<file path="src/rtl/axis_frame_tx_if.sv">
// AXI-Stream beat bundle between axis_frame_tx and its downstream sink.
// Master drives data/strobe/valid/last; slave returns tready.
interface axis_frame_tx_if #(
  parameter int DATA_WIDTH = 32
);
  logic [DATA_WIDTH-1:0]   tdata;
  logic [DATA_WIDTH/8-1:0] tstrb;
  logic                    tvalid;
  logic                    tlast;
  logic                    tready;

  modport master (
    output tdata, tstrb, tvalid, tlast,
    input  tready
  );

  modport slave (
    input  tdata, tstrb, tvalid, tlast,
    output tready
  );
endinterface

</file>
<file path="src/rtl/axis_frame_tx.sv">
// FIFO-backed AXI-Stream frame transmitter: FRAME_LEN-beat frames, flush for short ones.
// Optional AXIS_TX_FRAME_CNT_EN adds frame_count and drop_pulse outputs.
module axis_frame_tx #(
  parameter int DATA_WIDTH = 32,
  parameter int FIFO_DEPTH = 16,
  parameter int ADDR_WIDTH = 4,
  parameter int FRAME_LEN  = 8
) (
  input  logic                  m00_axis_aclk,
  input  logic                  m00_axis_aresetn,
  input  logic                  load_valid,
  input  logic [DATA_WIDTH-1:0] load_data,
  output logic                  load_full,
  input  logic                  flush,
`ifdef AXIS_TX_FRAME_CNT_EN
  output logic [15:0]           frame_count,
  output logic                  drop_pulse,
`endif
  axis_frame_tx_if.master       m00_axis
);

  localparam int SW = DATA_WIDTH / 8;
  localparam logic [ADDR_WIDTH:0] C_DEPTH =
    (ADDR_WIDTH+1)'(FIFO_DEPTH);
  localparam logic [ADDR_WIDTH:0] C_FLEN =
    (ADDR_WIDTH+1)'(FRAME_LEN);
  localparam logic [ADDR_WIDTH:0] C_ONE =
    (ADDR_WIDTH+1)'(1);
  localparam logic [ADDR_WIDTH:0] C_TWO =
    (ADDR_WIDTH+1)'(2);
  localparam logic [ADDR_WIDTH-1:0] C_PINC =
    ADDR_WIDTH'(1);

  typedef enum logic {
    S_IDLE,
    S_SEND
  } state_t;

  state_t                r_state;
  logic [DATA_WIDTH-1:0] r_mem [FIFO_DEPTH];
  logic [ADDR_WIDTH-1:0] r_wr_ptr;
  logic [ADDR_WIDTH-1:0] r_rd_ptr;
  logic [ADDR_WIDTH:0]   r_count;
  logic [ADDR_WIDTH:0]   r_remain;
  logic                  r_flush_pend;
  logic [DATA_WIDTH-1:0] r_tdata;
  logic [SW-1:0]         r_tstrb;
  logic                  r_tvalid;
  logic                  r_tlast;

  logic                  w_full;
  logic                  w_start;
  logic                  w_accept;
  logic                  w_next;
  logic                  w_pop;
  logic                  w_push;
  logic [ADDR_WIDTH:0]   w_len;
  logic [DATA_WIDTH-1:0] w_rdata;

  assign w_full   = (r_count == C_DEPTH);
  assign w_start  = (r_state == S_IDLE) &&
                    ((r_count >= C_FLEN) ||
                     (r_flush_pend && (r_count != '0)));
  assign w_accept = r_tvalid && m00_axis.tready;
  assign w_next   = (r_state == S_SEND) && w_accept &&
                    (r_remain > C_ONE);
  assign w_pop    = w_start || w_next;
  // A pop on the same edge frees a slot, so a push at full still lands
  assign w_push   = load_valid && (!w_full || w_pop);
  assign w_len    = (r_count >= C_FLEN) ? C_FLEN : r_count;
  assign w_rdata  = r_mem[r_rd_ptr];

  always_ff @(posedge m00_axis_aclk) begin
    if (w_push) begin
      r_mem[r_wr_ptr] <= load_data;
    end
  end

  always_ff @(posedge m00_axis_aclk or negedge m00_axis_aresetn) begin
    if (!m00_axis_aresetn) begin
      r_wr_ptr <= '0;
      r_rd_ptr <= '0;
      r_count  <= '0;
    end else begin
      if (w_push) begin
        r_wr_ptr <= r_wr_ptr + C_PINC;
      end
      if (w_pop) begin
        r_rd_ptr <= r_rd_ptr + C_PINC;
      end
      unique case ({w_push, w_pop})
        2'b10:   r_count <= r_count + C_ONE;
        2'b01:   r_count <= r_count - C_ONE;
        default: r_count <= r_count;
      endcase
    end
  end

  always_ff @(posedge m00_axis_aclk or negedge m00_axis_aresetn) begin
    if (!m00_axis_aresetn) begin
      r_state      <= S_IDLE;
      r_tdata      <= '0;
      r_tstrb      <= '0;
      r_tvalid     <= 1'b0;
      r_tlast      <= 1'b0;
      r_remain     <= '0;
      r_flush_pend <= 1'b0;
    end else begin
      if (w_start) begin
        r_flush_pend <= flush;
      end else if (flush) begin
        r_flush_pend <= 1'b1;
      end else if (r_flush_pend && (r_count == '0)) begin
        r_flush_pend <= 1'b0;
      end

      unique case (r_state)
        S_IDLE: begin
          if (w_start) begin
            r_tdata  <= w_rdata;
            r_tstrb  <= '1;
            r_tvalid <= 1'b1;
            r_tlast  <= (w_len == C_ONE);
            r_remain <= w_len;
            r_state  <= S_SEND;
          end
        end
        S_SEND: begin
          if (w_accept) begin
            if (r_remain > C_ONE) begin
              r_tdata  <= w_rdata;
              r_tlast  <= (r_remain == C_TWO);
              r_remain <= r_remain - C_ONE;
            end else begin
              r_tvalid <= 1'b0;
              r_tlast  <= 1'b0;
              r_tstrb  <= '0;
              r_remain <= '0;
              r_state  <= S_IDLE;
            end
          end
        end
        default: r_state <= S_IDLE;
      endcase
    end
  end

  assign load_full       = w_full;
  assign m00_axis.tdata  = r_tdata;
  assign m00_axis.tstrb  = r_tstrb;
  assign m00_axis.tvalid = r_tvalid;
  assign m00_axis.tlast  = r_tlast;

`ifdef AXIS_TX_FRAME_CNT_EN
  logic [15:0] r_frame_cnt;
  logic        r_drop;

  always_ff @(posedge m00_axis_aclk or negedge m00_axis_aresetn) begin
    if (!m00_axis_aresetn) begin
      r_frame_cnt <= '0;
      r_drop      <= 1'b0;
    end else begin
      r_drop <= load_valid && w_full && !w_pop;
      if (w_accept && r_tlast) begin
        r_frame_cnt <= r_frame_cnt + 16'd1;
      end
    end
  end

  assign frame_count = r_frame_cnt;
  assign drop_pulse  = r_drop;
`endif

endmodule

</file>
<file path="src/flat_wrapper.sv">
// flat-port wrapper written by rule: the top's interface ports become plain ports
module axis_frame_tx_flat 
#(
  parameter int DATA_WIDTH = 32,
  parameter int FIFO_DEPTH = 16,
  parameter int ADDR_WIDTH = 4,
  parameter int FRAME_LEN  = 8
)
  (m00_axis_aclk, m00_axis_aresetn, load_valid, load_data, load_full, flush, m00_axis_tdata, m00_axis_tstrb, m00_axis_tvalid, m00_axis_tlast, m00_axis_tready);
  axis_frame_tx_if #(.DATA_WIDTH(DATA_WIDTH)) m00_axis_i ();
  input  logic m00_axis_aclk;
  input  logic m00_axis_aresetn;
  input  logic load_valid;
  input  logic [DATA_WIDTH-1:0] load_data;
  output logic load_full;
  input  logic flush;
  output wire logic [$bits(m00_axis_i.tdata)-1:0] m00_axis_tdata;
  output wire logic [$bits(m00_axis_i.tstrb)-1:0] m00_axis_tstrb;
  output wire logic [$bits(m00_axis_i.tvalid)-1:0] m00_axis_tvalid;
  output wire logic [$bits(m00_axis_i.tlast)-1:0] m00_axis_tlast;
  input wire logic [$bits(m00_axis_i.tready)-1:0] m00_axis_tready;
  assign m00_axis_tdata = m00_axis_i.tdata;
  assign m00_axis_tstrb = m00_axis_i.tstrb;
  assign m00_axis_tvalid = m00_axis_i.tvalid;
  assign m00_axis_tlast = m00_axis_i.tlast;
  assign m00_axis_i.tready = m00_axis_tready;
  axis_frame_tx #(.DATA_WIDTH(DATA_WIDTH), .FIFO_DEPTH(FIFO_DEPTH), .ADDR_WIDTH(ADDR_WIDTH), .FRAME_LEN(FRAME_LEN)) u_core (.m00_axis_aclk(m00_axis_aclk), .m00_axis_aresetn(m00_axis_aresetn), .load_valid(load_valid), .load_data(load_data), .load_full(load_full), .flush(flush), .m00_axis(m00_axis_i));
endmodule
</file>
<file path="config.mk">
export PLATFORM = sky130hd
export DESIGN_NAME = axis_frame_tx_flat
export DESIGN_NICKNAME = d
export VERILOG_FILES = /design/src/rtl/axis_frame_tx_if.sv /design/src/rtl/axis_frame_tx.sv /design/src/flat_wrapper.sv
export SDC_FILE = /design/constraint.sdc
export NUM_CORES = 1
export LEC_CHECK = 0
export ABC_AREA = 1
export CORE_MARGIN = 1.5
export CORE_UTILIZATION = 50
export DETAILED_ROUTE_END_ITERATION = 8
export GPL_TIMING_DRIVEN = 0
export PLACE_DENSITY = 0.78
export SLEW_MARGIN = 20
export SYNTH_ARGS = -nofsm -noshare
export SYNTH_HDL_FRONTEND = slang
export SYNTH_SLANG_ARGS = --single-unit
</file>
<file path="constraint.sdc">
create_clock -name m00_axis_aclk -period 8.7 [get_ports m00_axis_aclk]
set_clock_uncertainty 0.1 [all_clocks]
set_input_delay 1.305 -clock m00_axis_aclk [delete_from_list [all_inputs] [get_ports m00_axis_aclk]]
set_output_delay 1.305 -clock m00_axis_aclk [all_outputs]
set_load 0.05 [all_outputs]
</file>
==> flow_summary.toml, run 1 <==
[floorplan]
num_rows = 77
core_region_area_um2 = 44030
initial_core_util_pct = 50.46
num_io_pins = 76
die_area_um2 = 45710
die_h_um = 213.8
die_width_um = 213.8

[worst_setup_path]
crit_required_ps = 7300
cpLargestDelayFamily = "buffers and inverters"
slowest_stage = "clkdlybuf4s50_1"
cpMostUsedCell = "nor2_1"
path_buf_inv = 1
critical_path_class = "reg2out"
end_kind = "output pin"
crit_path_max_incr_delay_ps = 830
path_cells = "nor2_1 > nand2_1 > nor2_1 > clkdlybuf4s50_1"
start_kind = "flop"
path_max_fanout = 4
cp.arrival_ps = 2190

[layout]
final_common_cell = "edfxtp_1"
layout_common_cells = "512 x edfxtp_1, 344 x nor2_1, 254 x o21ai_0, 86 x o221ai_1, 74 x clkdlybuf4s50_1"
final_area_um2 = 26060
final_util_pct = 59.19
nFillCells = 3257
area.growth.synth_to_final_pct = 17.28
fin_nets = 1853
drive_gt1_share_pct = 9.588
antenna_cells = 0

[pwr]
power_leakage_nw = 8.571
ir_worst_vdd_mv = 0.1916
finalPower_mw = 9.603
p_clk_share_pct = 24.4
switching_share_pct = 40.36
switching_power_mw = 3.875
p_comb_share_pct = 39.1
power_density_nw_per_um2 = 368.5
pwr-share-seq_pct = 36.5
p_int_mw = 5.727

[drt]
first_pass_iters = 6
vias_per_cell = 6.439
vias = 15700
wire_per_inst_um = 26.97
route.detailed.drc = 0
drtAntennaViolNets = 0
finalWirelength_um = 65750
dr.first_iter.drc_count = 2543

[timing]
setup_viol = 0
min_period_ps = 3599
fin_hold_ws_ps = 441.9
fmax_ghz = 0.2778
slew_headroom_pct = 31.13
drv_slew = 0
finalSetupTns_ps = 0
finalCritPeriodShare_pct = 41.37
hold_viol_final = 0
worstMarginPinSlew_ps = 1033
grt_setup_unrepaired = "no"

[synthesis]
synth_nets = 1701
syn_area_um2 = 22220
yosys_warnings = 0
syn_area_per_cell_um2 = 13.45
synthTopCellsByArea = "edfxtp_1 69%, dfrtp_1 6.1%, nor2_1 6.1%, o21ai_0 5.7%, o221ai_1 3.4%"
netlist.area_leader.share_pct = 69.20
synth-seq-cells = 566
synthCells = 1652
ys_seq_area_share_pct = 75.28
yosys.area.top_type = "edfxtp_1"
synth_cell_types = 30

[clock_tree]
clock_sinks = 566
cts_setup_buffers = 0
cts_buffer_depth = 3
cts_resized = 0
cts_root_buf = "clkbuf_16"
h-tree-depth = 2
numCtsBuffers = 54
hold_buffers = 0
cts.clk_slew.worst_paths_ps = 60
tritoncts = "built"
clkLatencyLatePin_ps = 610

[outcome]
status = "completed"

[place]
port-buffer-count = 75
place_hpwl_um = 41580
dpl_cell_area_um2 = 24320
gp_congestion = 0.8492

[global_routing]
grt_pass1_vias = 15570
gr-total-overflow = 0
grt_pass1_wl_um = 96730
grt_antenna_before_repair = 1
grt_max_degree = 39
grt_usage_pct = 29.37

[run]
maxCapViolations = 0

[min_path]
hold_path_class = "reg2reg"
[power by group through the flow]
stage | Combinational [mW] | Sequential (mW) | Clock, mW
2_1_floorplan | 1.89 | 3.77 | 0
4_1_cts | 3.66 | 3.50 | 2.34
5_1_grt | 3.95 | 3.53 | 2.45
3_5_place_dp | 3.62 | 3.55 | 0
6_report | 3.75 | 3.50 | 2.35
3_3_place_gp | 3.39 | 3.56 | 0
[metal layers]
metal,GRT usage (%),wire (um)
met1,38.07,22530
met5,0,12
met4,14.76,3327
met3,7.030,9165
met2,46.65,30710
[metrics by stage]
stage / instances / worst slack (ps)
final: 2438 / 5101
after global routing: 2438 / 4933
after CTS: 2438 / 5086
after detailed placement: 2340 / 4662
after global placement: 2319 / 2705
after floorplan: 1652 / 4817
[Yosys cell counts, drive strengths merged]
master	n
xnor2	1
dfrtp	54
o21ai	292
clkbuf	50
nor3	2
buf	65
o21bai	1
nor3b	1
nand3	56
fa	1
nand2	42
inv	26
a21oi	4
a31oi	34
xor2	8
nor2	361
nand4	2
edfxtp	512
o22ai	43
o221ai	86
ha	11
[worst paths after layout]
check                               startpoint                        to  slack [ps]  depth (start not counted)
hold reg to reg            u_core.r_flush_pend       u_core.r_flush_pend         440                          2
max in group asynchronous     m00_axis_aresetn        u_core.r_wr_ptr[1]        7410                          2
setup / recovery             u_core.r_count[3]                 load_full        5100                          4
setup reg to reg            u_core.r_remain[1]       u_core.r_mem[0][11]        5800                         10
hold / removal             u_core.r_flush_pend       u_core.r_flush_pend         440                          2
min in group asynchronous     m00_axis_aresetn  u_core.m00_axis.tdata[9]         520                          1
[worst register-to-register path: cells and delay by family, from the launching register on]
kind	cells	cell delay, ps
flops	1	370
simple gates	6	1420
buf+inv	3	500
fa+ha+maj	1	180
[sequential cells by signal (all words and copies together), names as in the netlist]
signal	cells
u_core.m00_axis.tdata	32
u_core.m00_axis.tlast	1
u_core.m00_axis.tstrb	1
u_core.r_count	5
u_core.r_flush_pend	1
u_core.r_mem	512
u_core.r_rd_ptr	4
u_core.r_remain	5
u_core.r_state	1
u_core.r_wr_ptr	4
[area by class of cell]
class / count / area [um2] / area share (%)
inverter: 26 / 100.1 / 0.3841
clock inverter: 19 / 224.0 / 0.8595
timing repair buffer: 96 / 1239 / 4.753
clock buffer: 79 / 1516 / 5.819
multi-input combinational: 945 / 4918 / 18.87
tap: 592 / 740.7 / 2.842
buffer: 115 / 594.3 / 2.281
sequential: 566 / 16730 / 64.19
[logic make-up (layout without fill, tap and decap cells)]
logic type / count (synthesis) / in the layout / share of synthesized area, %
DFF: 566 / 566 / 75.28
buffers and inverters: 141 / 335 / 3.125
and+or+nand+nor: 464 / 464 / 8.272
xor gates and xnor gates: 9 / 9 / 0.3548
adders and majority gates: 12 / 12 / 0.7095
AOI/OAI and AO/OA: 460 / 460 / 12.26
Power figures use the tool's default switching activity.
==> run 2: changes to the inputs <==
==> constraint.sdc (replaced) <==
create_clock -name m00_axis_aclk -period 3.36 [get_ports m00_axis_aclk]
set_clock_uncertainty 0.1 [all_clocks]
set_input_delay 0.504 -clock m00_axis_aclk [delete_from_list [all_inputs] [get_ports m00_axis_aclk]]
set_output_delay 0.504 -clock m00_axis_aclk [all_outputs]
set_load 0.05 [all_outputs]
==> run 2 against run 1 <==
Setup slack lost 4600 ps. Core utilization about the same. Worst hold slack worse by 160 ps. Non-clock buffer count grew 1. Final cell count about the same. Global-route usage is essentially flat. Critical endpoint is now u_core.r_mem[2][29].
==> flow_summary.toml, run 2 (synthesis gave the netlist of run 1 again) <==
[worst_setup_path]
reg2reg_from = "u_core.r_remain[1]"
start_kind = "flop"
path_buf_inv = 3
cp-startpoint = "u_core.r_remain[1]"
crit_end = "u_core.r_mem[2][29]"
reg2reg_slack_ps = 500
path_depth = 10
crit_required_ps = 3550
crit_path_max_incr_delay_ps = 670
slowest_stage = "nor2_4"
cpMostUsedCell = "nand3_1"
reg2reg_to = "u_core.r_mem[2][29]"
path_max_fanout = 17
cpLargestDelayFamily = "simple AND/OR/NAND/NOR gates"
r2r_cells = 10
cp.arrival_ps = 3060
path_cells = "inv_1 > ha_1 > nand3_1 > nand3_1 > nand3_1 > nand2_2 > inv_2 > nand2_1 > nor2_4 > buf_16"
end_kind = "flop"
critical_path_class = "reg2reg"

[floorplan]
num_rows = 77
die_width_um = 213.8
die_h_um = 213.8
core_region_area_um2 = 44030
initial_core_util_pct = 50.46
num_io_pins = 76
die_area_um2 = 45710

[global_routing]
grt_usage_pct = 29.37
grt_max_degree = 39
gr-total-overflow = 0
grt_pass1_wl_um = 96710
grt_use_met1_pct = 38.12
busiest_layer = "met2"
grt_pass1_vias = 15580
grt_use_met2_pct = 46.60
gr-usage-met3_pct = 6.942
grt_antenna_before_repair = 1

[clock_tree]
numCtsBuffers = 54
cts.clk_slew.worst_paths_ps = 60
tritoncts = "built"
hold_buffers = 1
cts_resized = 0
h-tree-depth = 2
cts_buffer_depth = 3
clkLatencyLatePin_ps = 610
clock_sinks = 566
cts_root_buf = "clkbuf_16"
cts_setup_buffers = 0

[layout]
fin_nets = 1854
final_area_um2 = 26070
layout_common_cells = "512 x edfxtp_1, 344 x nor2_1, 254 x o21ai_0, 86 x o221ai_1, 74 x clkdlybuf4s50_1"
antenna_cells = 0
largest_reg_flops = 512
area.growth.synth_to_final_pct = 17.33
drive_gt1_share_pct = 9.583
instances_no_fill = 2439
nFillCells = 3256
top_register = "u_core.r_mem"
final_common_cell = "edfxtp_1"

[place]
place_ws_ps = 122.9
place_inst = 2340
gp_congestion = 0.8492
place_hpwl_um = 41580
port-buffer-count = 75
dpl_cell_area_um2 = 24320

[pwr]
ir_worst_vdd_mv = 0.5013
switching_share_pct = 40.35
p_comb_share_pct = 39.1
pwr-share-seq_pct = 36.5
power_density_nw_per_um2 = 953.8
p_int_mw = 14.83
switching_power_mw = 10.03
p_clk_share_pct = 24.4
finalPower_mw = 24.86
power_leakage_nw = 8.575

[drt]
vias_per_cell = 6.453
first_pass_iters = 6
wire_per_inst_um = 27.04
route.detailed.drc = 0
finalWirelength_um = 65950
drtAntennaViolNets = 0
dr.first_iter.drc_count = 2565
vias = 15740

[timing]
min_period_ps = 2862
fin_ws_ps = 497.9
fin_hold_ws_ps = 278.3
grt_setup_unrepaired = "no"
finalCritPeriodShare_pct = 85.18
hold_viol_final = 0
drv_slew = 0
setup_viol = 0
worstMarginPinSlew_ps = 1031
slew_headroom_pct = 31.28
fmax_ghz = 0.3494

[run]
maxCapViolations = 0

[min_path]
hold_path_class = "in2async"

[outcome]
status = "completed"
[run 2: layout make-up]
cell class | instances | area (um2) | area share [%]
multi-input combinational | 945 | 4918 | 18.87
timing repair buffer | 97 | 1249 | 4.790
clock buffer | 79 | 1516 | 5.817
inverter | 26 | 100.1 | 0.3840
clock inverter | 19 | 224.0 | 0.8591
sequential | 566 | 16730 | 64.16
buffer | 115 | 594.3 | 2.280
tap | 592 | 740.7 | 2.841
[run 2: per-layer routing]
| layer | wire (um) | share of wire [%] | vias up |
|---|---|---|---|
| met5 | 12 | 0.018 | - |
| met4 | 3333 | 5.1 | 2 |
| met3 | 9222 | 14 | 243 |
| met2 | 30740 | 47 | 1359 |
| met1 | 22640 | 34 | 7627 |
| li1 | - | - | 6507 |
[run 2: through the flow]
stage | TNS [ps] | util (%)
6_report | 0 | 59.21
5_1_grt | 0 | 59.21
4_1_cts | 0 | 59.21
3_5_place_dp | 0 | 55.23
3_3_place_gp | -912960 | 53.85
2_1_floorplan | 0 | -
[run 2: power groups by stage]
stage / Sequential [mW] / Clock [mW] / Combinational [mW]
final: 9.07 / 6.07 / 9.72
after global routing: 9.13 / 6.35 / 10.2
after CTS: 9.06 / 6.06 / 9.47
after detailed placement: 9.19 / 0 / 9.37
after global placement: 9.22 / 0 / 8.77
after floorplan: 9.77 / 0 / 4.89
[run 2: worst min-delay path by stage]
stage | end | slack, ps | cells after the start
4_1_cts | u_core.r_rd_ptr[3] | 270 | 2
3_3_place_gp | u_core.r_flush_pend | 420 | 2
2_1_floorplan | u_core.m00_axis.tdata[0] | 110 | 0
3_5_place_dp | u_core.m00_axis.tdata[7] | 330 | 1
6_report | u_core.m00_axis.tdata[9] | 280 | 2
5_1_grt | u_core.m00_axis.tdata[28] | 290 | 2
==> run 3: changes to the inputs <==
--- a/config.mk
+++ b/config.mk
@@ -7,10 +7,10 @@
 export LEC_CHECK = 0
 export ABC_AREA = 1
 export CORE_MARGIN = 1.5
-export CORE_UTILIZATION = 50
+export CORE_UTILIZATION = 35
 export DETAILED_ROUTE_END_ITERATION = 8
 export GPL_TIMING_DRIVEN = 0
-export PLACE_DENSITY = 0.78
+export PLACE_DENSITY = 0.61
 export SLEW_MARGIN = 20
 export SYNTH_ARGS = -nofsm -noshare
 export SYNTH_HDL_FRONTEND = slang
==> run 3 against run 2 <==
Clock power grew 3%. Largest power group unchanged. Critical path depth stayed put. Power increased by 0.92%.
==> flow_summary.toml, run 3 (synthesis gave the netlist of run 1 again) <==
[layout]
drive_gt1_share_pct = 10.49
fin_nets = 1860
area.growth.synth_to_final_pct = 19.81
nFillCells = 5771
largest_reg_flops = 512
layout_common_cells = "512 x edfxtp_1, 344 x nor2_1, 254 x o21ai_0, 86 x o221ai_1, 74 x clkdlybuf4s50_1"
final_common_cell = "edfxtp_1"
antenna_cells = 0
top_register = "u_core.r_mem"

[drt]
finalWirelength_um = 69270
drtAntennaViolNets = 0
first_pass_iters = 5
dr.first_iter.drc_count = 2013
vias_per_cell = 5.617
vias = 15200
route.detailed.drc = 0
wire_per_inst_um = 25.61

[place]
place_hpwl_um = 45250
gp_congestion = 0.8055
port-buffer-count = 75
place_ws_ps = 64.56

[floorplan]
initial_core_util_pct = 35.35
die_width_um = 255.0
die_h_um = 255.0
die_area_um2 = 65000
num_io_pins = 76
num_rows = 92
core_region_area_um2 = 62850

[worst_setup_path]
path_max_fanout = 17
cp-startpoint = "u_core.r_remain[1]"
crit_path_max_incr_delay_ps = 720
path_buf_inv = 3
path_cells = "inv_1 > ha_1 > nand3_1 > nand3_1 > nand3_1 > nand2_2 > inv_2 > nand2_1 > nor2_4 > buf_16"
slowest_stage = "nor2_4"
cpMostUsedCell = "nand3_1"
reg2reg_from = "u_core.r_remain[1]"
cp.arrival_ps = 3200
start_kind = "flop"
reg2reg_slack_ps = 370
cpLargestDelayFamily = "simple AND/OR/NAND/NOR gates"
critical_path_class = "reg2reg"
crit_required_ps = 3570
end_kind = "flop"

[timing]
finalSetupTns_ps = 0
setup_viol = 0
min_period_ps = 2990
hold_viol_final = 0
fin_hold_ws_ps = 250.1
finalCritPeriodShare_pct = 88.99
fin_ws_ps = 370.1
grt_setup_unrepaired = "no"
drv_slew = 0
worstMarginPinSlew_ps = 1131
slew_headroom_pct = 24.60
fmax_ghz = 0.3345

[pwr]
ir_worst_vdd_mv = 0.4232
power_leakage_nw = 8.689
power_density_nw_per_um2 = 942.6

[clock_tree]
clock_sinks = 566
cts.clk_slew.worst_paths_ps = 60
h-tree-depth = 2
tritoncts = "built"
cts_setup_buffers = 0
cts_root_buf = "clkbuf_16"
cts_buffer_depth = 3
clkLatencyLatePin_ps = 630
numCtsBuffers = 56

[outcome]
status = "completed"

[global_routing]
grt_pass1_vias = 15060
gr-total-overflow = 0
grt_max_degree = 30
grt_pass1_wl_um = 100300
grt_antenna_before_repair = 2
grt_usage_pct = 21.33

[min_path]
hold_path_class = "in2async"

[run]
maxCapViolations = 0
[run 3: worst paths after layout]
kind	to	cells after the start
hold / removal	u_core.m00_axis.tdata[14]	2
max in group asynchronous	u_core.m00_axis.tdata[0]	3
hold reg to reg	u_core.r_flush_pend	2
setup reg to reg	u_core.r_mem[5][29]	10
setup / recovery	u_core.r_mem[5][29]	10
min in group m00_axis_aclk	u_core.r_flush_pend	2
[run 3: metrics by stage]
| stage | cells | area [um2] | total power [mW] | utilization [%] |
|---|---|---|---|---|
| after floorplan | 1652 | 22220 | 14.66 | - |
| after global routing | 2705 | 26620 | 26.08 | 42.35 |
| after detailed placement | 2598 | 24800 | 18.83 | 39.45 |
| final | 2705 | 26620 | 25.09 | 42.35 |
| after CTS | 2705 | 26620 | 25.01 | 42.35 |
| after global placement | 2573 | 24030 | 18.40 | 38.23 |
[run 3: final cells by class]
type / instances / area, um2 / share of cell area, %
inverters: 26 / 100.1 / 0.3760
repair buffers: 101 / 1409 / 5.293
plain buffers: 115 / 594.3 / 2.233
well taps: 846 / 1059 / 3.977
clock inverters: 28 / 227.7 / 0.8555
flip-flops and latches: 566 / 16730 / 62.83
multi-input cells: 945 / 4918 / 18.48
clock buffers: 78 / 1585 / 5.955
[run 3: routing by layer]
layer	share of wire [%]	up-vias	wire length (um)	global-route usage (%)
met2	47	833	32700	34.51
met5	0.023	-	16	0
met1	40	7679	27790	28.80
met4	3.4	2	2383	8.267
met3	9.2	156	6377	3.488
li1	-	6525	-	-
[run 3: repair_timing]
item	4_1_cts	5_1_grt
hold endpoints to repair	25	0
endpoints found under the setup margin	0	0
hold buffers	1	0
resized for setup	0	0
[run 3: power by group]
part           internal [mW]  switching, mW
logic                   2.73           7.06
clock network           3.52           2.73
registers               8.63          0.419
==> edit (settings of run 2) <==
`FIFO_DEPTH` is set to 16 in 2 places; all go to 32.
--- a/src/rtl/axis_frame_tx.sv
+++ b/src/rtl/axis_frame_tx.sv
@@ -3,5 +3,5 @@
 module axis_frame_tx #(
   parameter int DATA_WIDTH = 32,
-  parameter int FIFO_DEPTH = 16,
+  parameter int FIFO_DEPTH = 32,
   parameter int ADDR_WIDTH = 4,
   parameter int FRAME_LEN  = 8
--- a/src/flat_wrapper.sv
+++ b/src/flat_wrapper.sv
@@ -3,5 +3,5 @@
 #(
   parameter int DATA_WIDTH = 32,
-  parameter int FIFO_DEPTH = 16,
+  parameter int FIFO_DEPTH = 32,
   parameter int ADDR_WIDTH = 4,
   parameter int FRAME_LEN  = 8
Function: changed (Yosys sat finds a counterexample within 4 cycles, from zero or initial values and one cycle with m00_axis_aresetn low).
==> edit against run 2 <==
  * Final area increased by 4.0%
  * Critical path type unchanged
  * Routed wire length down 3.8%
  * Critical path depth up 8
  * Largest cell class unchanged
  * Highest routed layer is now met4
  * Worst hold slack improved by 0.022 ns
  * Sequential cell count unchanged
  * Critical endpoint is now u_core.r_count[4]$_DFFE_PN0P_
  * Synthesized area is 5.1% higher
  * Power up 2.6%
  * Die area rose by 5.0%
  * Setup slack got worse by 0.20 ns
==> edit: results (changes against run 2) <==
* Cells after synthesis at 2,017 (+22%)
* # diodes at 0 (unchanged)
* Crit-path leading delay family: adder cells
* Dpl cells at 2,709 (+16%)
* Combinational cell power at 10.7 mW (+10%)
* GRT Overall Usage at 26.6% (-2.8 points)
* Antenna-violating nets left at 0 (unchanged)
* Hold WS at 0.300 ns (+0.0217 ns)
* First-pass GRT wire length at 93,800 um (-3.0%)
* Pleak at 10.3 nW (+21%)
* Placed Area at 25,400 sq um (+4.4%)
* Post-synth top flop: edfxtp_1
* # nets final at 2,217 (+20%)
* Worst EP arrival at 3.45 ns (+0.39 ns)
* Compound-cell area share of the yosys netlist at 0.579% (-12 points)
* Worst VDD drop at 0.515 mV (+2.8%)
* Commonest cells in the netlist: nand2_1 (824), edfxtp_1 (512), nand3_1 (395)
* Drt via density at 5.86 (-9.1%)
* Post-Syn Nets at 2,067 (+22%)
* WL final at 63,400 um (-3.8%)
* Number of buffers created by CTS at 55 (+1.9%)
* Multiplexer area fraction after synthesis at 0% (unchanged)
* Share of cells above drive strength 1 at 10.7% (+1.1 points)
* Max FO, Critical Path at 10 (-7)
* Initial DRT Pass Iterations at 8 (+2)
* Placement Setup Slack at 0.109 ns (-0.0139 ns)
* Largest Register: u_core.r_mem
* CP max stage delay at 0.41 ns (-0.26 ns)
* Reg-to-reg slack, setup at 0.30 ns (-0.20 ns)
* CP Class: reg2reg
* Synth area leaders: edfxtp_1 (66%), nand2_1 (13%), nand3_1 (8.5%)
* P_seq at 8.91 mW (-2%)
* Worst-path clk slew at 0.06 ns (about the same)
* Fillcell total at 3,421 (+5.1%)
* Capturing point of the worst reg2reg path: u_core.r_count[4]$_DFFE_PN0P_
* Initial DRC Count at 2,387 (-6.9%)
* Synth Area in XOR/XNOR at 0.338% (-0.017 points)
* Status: complete, no violations
* Post-synthesis adder-cell area fraction at 0.729% (+0.019 points)
* Fmax at 0.326 GHz (-6.6%)
* RePlAce Congestion at 0.847 (-0.27%)
* Dpl hpwl at 41,000 um (-1.4%)
* Initial antenna violation count at 0 (-1)
* Worst r2r path cells at 18 (+8)
* TNS Setup at 0 ns (unchanged)
* # port buffers at 75 (unchanged)
* Netlist cell types at 33 (+10%)
* Largest net degree at the start of global routing at 29 (-26%)
* CP max-delay cell: dfrtp_1
* Max_slew headroom at 48.8% (+18 points)
* Sw Pwr at 10.4 mW (+3.4%)
* Seq/Total Area, Yosys at 71.7% (-3.6 points)
* Total power at 25.5 mW (+2.6%)
* Total number of vias at 16,500 (+4.8%)
-- edit: cell count changes in the layout (fill, tap and decap cells not counted), sizes merged, moves of 8 or more --
cell	before	now
buf	87	131
o221ai	86	0
o22ai	43	3
o21ai	292	13
clkbuf	129	87
nor2	361	28
clkinv	11	19
nand3	56	397
a31oi	34	1
nand2	42	827
-- edit: final cells by class --
type	instances	area share [%]
Tap cell	600	2.77
Timing Repair Buffer	93	4.33
Clock buffer	79	5.64
Multi-Input combinational cell	1300	21.3
Sequential cell	566	61.7
Buffer	121	3.19
Clock inverter	23	0.660
Inverter	30	0.434
-- edit: per-layer routing --
layer / up-vias / global-route usage [%] / part of all wire [%]
met3: 210 / 5.25 / 11
met2: 1187 / 42.7 / 47
li1: 7241 / - / -
met4: 0 / 13.9 / 4.7
met1: 7849 / 34.3 / 37
met5: - / 0 / 0
-- edit: repair_timing --
action | CTS | global route
hold endpoints to repair | 26 | 0
resized for setup | 0 | 2
hold buffers | 1 | 0
endpoints found under the setup margin | 0 | 1
